===== src/rtl/pri_enc_sched_pkg.sv =====
// Shared types and helpers for the priority-encoding request scheduler.
package pri_pkg;

  typedef enum logic {
    PRI_FIXED = 1'b0,
    PRI_RR    = 1'b1
  } pri_mode_e;

  // Index width that never collapses to zero bits.
  function automatic int clog2_safe(input int n);
    return (n <= 2) ? 1 : $clog2(n);
  endfunction

endpackage


===== src/rtl/pri_enc_sched_comb.sv =====
// Combinational highest-set-index encoder with a found flag.
module pri_enc_comb #(
  parameter int N = 8,
  parameter int W = 3
) (
  input  logic [N-1:0] vec,
  output logic [W-1:0] idx,
  output logic         found
);

  always_comb begin
    idx   = '0;
    found = 1'b0;
    for (int i = 0; i < N; i++) begin
      if (vec[i]) begin
        idx   = W'(i);
        found = 1'b1;
      end
    end
  end

endmodule


===== src/rtl/pri_enc_sched.sv =====
// Registered N-channel request scheduler: latches requests as pending and
// hands out one channel index at a time on a valid/ready port.
module pri_enc_sched
  import pri_pkg::*;
#(
  parameter  int N  = 8,
  parameter  int RR = 0,
  localparam int W  = clog2_safe(N)
) (
  input  logic         clk,
  input  logic         rst,
  input  logic [N-1:0] req,
  input  logic [N-1:0] mask,
  output logic         out_valid,
  input  logic         out_ready,
  output logic [W-1:0] out_idx,
  output logic [N-1:0] pend,
  output logic         any_pend
);

  logic [N-1:0] elig, below, lo_vec, claim, pend_nxt;
  logic [W-1:0] ptr, lo_idx, hi_idx, sel;
  logic         lo_found, hi_found, load;

  assign elig = (pend | req) & ~mask;

  // Channels strictly below ptr are searched first; ptr stays 0 in fixed
  // mode so this vector is empty and the full-vector search decides alone.
  always_comb begin
    below = '0;
    for (int k = 0; k < N; k++) below[k] = (k < int'(ptr));
  end

  assign lo_vec = elig & below;

  pri_enc_comb #(.N(N), .W(W)) u_enc_lo (
    .vec   (lo_vec),
    .idx   (lo_idx),
    .found (lo_found)
  );

  pri_enc_comb #(.N(N), .W(W)) u_enc_hi (
    .vec   (elig),
    .idx   (hi_idx),
    .found (hi_found)
  );

  assign sel      = lo_found ? lo_idx : hi_idx;
  assign load     = (~out_valid | out_ready) & hi_found;
  assign claim    = load ? ({{(N-1){1'b0}}, 1'b1} << sel) : '0;
  assign pend_nxt = (pend | req) & ~claim;

  always_ff @(posedge clk) begin
    if (rst) begin
      pend      <= '0;
      any_pend  <= 1'b0;
      out_valid <= 1'b0;
      out_idx   <= '0;
      ptr       <= '0;
    end else begin
      pend     <= pend_nxt;
      any_pend <= |pend_nxt;
      if (load) begin
        out_idx   <= sel;
        out_valid <= 1'b1;
        if (RR == int'(PRI_RR)) ptr <= sel;
      end else if (out_ready) begin
        out_valid <= 1'b0;
      end
    end
  end

endmodule


===== config.mk =====
export PLATFORM = sky130hd
export DESIGN_NAME = pri_enc_sched
export DESIGN_NICKNAME = d
export VERILOG_FILES = /design/src/rtl/pri_enc_sched_pkg.sv /design/src/rtl/pri_enc_sched_comb.sv /design/src/rtl/pri_enc_sched.sv
export SDC_FILE = /design/constraint.sdc
export NUM_CORES = 1
export LEC_CHECK = 0
export ABC_CLOCK_PERIOD_IN_PS = 3100
export BUFFER_PORTS_ARGS = -buffer_cell sky130_fd_sc_hd__buf_2
export CORE_MARGIN = 5
export CORE_UTILIZATION = 48
export DETAILED_ROUTE_END_ITERATION = 8
export PLACE_DENSITY = 0.84
export SYNTH_ARGS = -nofsm -noshare
export SYNTH_HDL_FRONTEND = slang
export SYNTH_SLANG_ARGS = --single-unit

===== constraint.sdc =====
create_clock -name clk -period 3.1 [get_ports clk]
set_input_delay 0.62 -clock clk [delete_from_list [all_inputs] [get_ports clk]]
set_output_delay 0.62 -clock clk [all_outputs]
set_load 0.01 [all_outputs]

==> results.toml <==
[grt]
track_usage_pct = 15.82
first_global_vias = 709
antenna_found_initial = 0
grt_max_degree = 14
grt_pass1_wl_mm = 3.111
grt_use_met2_pct = 27.39
met1_usage_pct = 18.30
grtUsageMet3_pct = 3.364
busiest_layer = "met2"
grt-ovfl-total = 0

[finish]
num_antenna_cells = 0
drive_gt1_share_pct = 40.17
postLayoutCoreUtil_pct = 62.84
area_delta_synth_final_pct = 26.32
layout_common_cells = "buf_2, nor2_1, dfxtp_1"
fin_nets = 137
layout_commonest_cell = "buf_2"

[worst_setup_path]
cp_max_fo = 8
crit_end = "any_pend"
critPathLaunch = "req[2]"
crit_slowest_cell = "o311a_4"
startpoint_type = "input pin"
endpoint_kind = "flop"
reg2regPathDepth = 6
crit_chain = "buf_2 > o21ba_1 > o311a_4 > o21ai_4 > mux2i_1 > o21ai_1 > a31oi_1"
crit_required_ps = 3320
critPathTopFamily = "compound AO/OA/AOI/OAI gates"
cp_slowest_stage_delay_ps = 370
critPathArrivalTime_ps = 2000
critPathKind = "in2reg"
r2r-start = "pend[2]"
path_buf_inv = 1
r2r-end = "any_pend"
r2r_slack_ps = 1420
crit_cells = 7

[place]
io_buffer_count = 31
place_hpwl_mm = 1.431
gp_congestion = 0.8476

[outcome]
outcome = "completed"

[die]
io_pins = 32
rows = 14
start_util_pct = 49.74
die_x_um = 49.05
core-area_um2 = 1471
dieHeight_um = 49.05
dieArea_um2 = 2406

[drt]
wl_per_cell_um = 13.87
viasPerCell = 5.699
ant_nets = 0
drt-total-wl_mm = 1.845
drc_errors = 0
dr.pass1.iters = 4
drtIter0Drc = 24
via_count = 758

[clock_tree]
htree_num_levels = 1
holdBufCountCts = 0
clk_latency_ps = 280
clkTransAtPathRegs_ps = 80
cts_buffers = 3
tritoncts = "yes"
cts_root_buffer = "clkbuf_4"
cts_buffer_depth = 2
cts_num_sinks = 13
cts_resized = 0
post-cts-setup-buffer-count = 0

[synthesis]
netlist_area_um2 = 732.0
yosysUniqueCellTypes = 33
ys_ff_latch = 13
synth-main-ff-cell = "dfxtp_1"
synth_warnings = 0
synth_edf_count = 0
synth_async_sr_flop_share_pct = 0
avgSynthCellArea_um2 = 8.714
syn_inst = 84
synth_nets = 103
synth_seq_area_share_pct = 35.56

[sta]
fin_crit_sh_pct = 57.50
tightest_slew_ps = 536.7
hold_viol_final = 0
slew_violations = 0
tns_ps = 0
finalCriticalPeriod_ps = 1783
max_freq_mhz = 561.0
timing.slew.headroom_pct = 64.15
rsz0062_at_grt = "false"
skew_ps = 2.026
setup_viol = 0

[power_and_ir_drop]
vdd.ir_drop.worst_uv = 257.8
pwr_density_cell_nw_per_um2 = 453.1
power_mw = 0.4189
leakagePower_nw = 0.3998

[min_path]
hp-class = "reg2reg"

[flow_run]
cap_violations = 0
[worst min path at each step]
stage	end	slack [ps]	from	cells past startpoint
final	out_idx[1]	460	out_idx[1]	2
after global routing	out_idx[1]	500	out_idx[1]	2
after CTS	out_idx[1]	460	out_idx[1]	2
after detailed placement	out_idx[1]	440	out_idx[1]	2
after global placement	out_idx[1]	440	out_idx[1]	2
after floorplan	out_idx[1]	480	out_idx[1]	2
[per-layer routing]
layer  up-vias  share of wire, %
li1        375                 -
met1       351                42
met2        27                49
met3         5               6.6
met4         0               2.7
met5         -                 0
[logic make-up after synthesis]
logic type | share of synthesized area (%)
compound gates | 32.14
fa+ha+maj | 1.368
buf+inv | 1.195
flops | 35.56
mux | 2.735
simple gates | 27.01
[cell type report]
| class | instances | area (um2) |
|---|---|---|
| multi-input combinational | 69 | 462.9 |
| sequential | 13 | 260.3 |
| timing repair buffer | 31 | 155.1 |
| clock buffer | 4 | 26.28 |
| tap | 16 | 20.02 |
| fill | 138 | 546.8 |
[synth_stat cells (2+ instances only)]
library cell	count	area, um2
dfxtp_1	13	260.3
o21ai_0	2	10.01
nor2_4	2	22.52
nor2_1	14	52.55
nor3_1	9	45.04
a21oi_1	3	15.01
a211oi_1	2	15.01
o21bai_4	2	37.54
nor2b_1	2	12.51
mux2i_1	2	20.02
o21ai_1	5	25.02
nand2_1	5	18.77
nor2_2	2	12.51
o21ai_2	2	17.52
[flip-flops by register name, summed over array words and instances, names as in the netlist]
register / flops
pend: 8
out_valid: 1
out_idx: 3
any_pend: 1
[worst min-delay path, cell delays in order, from the launching register on]
cell,delay (ps)
dfxtp_1,310
nand2_1,50
a21oi_1,50
[per-stage QoR]
stage	hold WS [ps]	setup WS, ps	area (um2)	std cells
3_3_place_gp	439.8	1086	898.4	129
6_report	455.1	1317	924.6	133
5_1_grt	503.2	1263	924.6	133
4_1_cts	457.4	1322	924.6	133
2_1_floorplan	476.2	1252	732.0	84
3_5_place_dp	443.8	1040	898.4	129
[power by group]
group          internal [mW]  switching [mW]
logic                 0.0518          0.0678
clock network         0.0501          0.0580
registers              0.181         0.00987
total                  0.283           0.136
(Power assumes the default switching activity.)
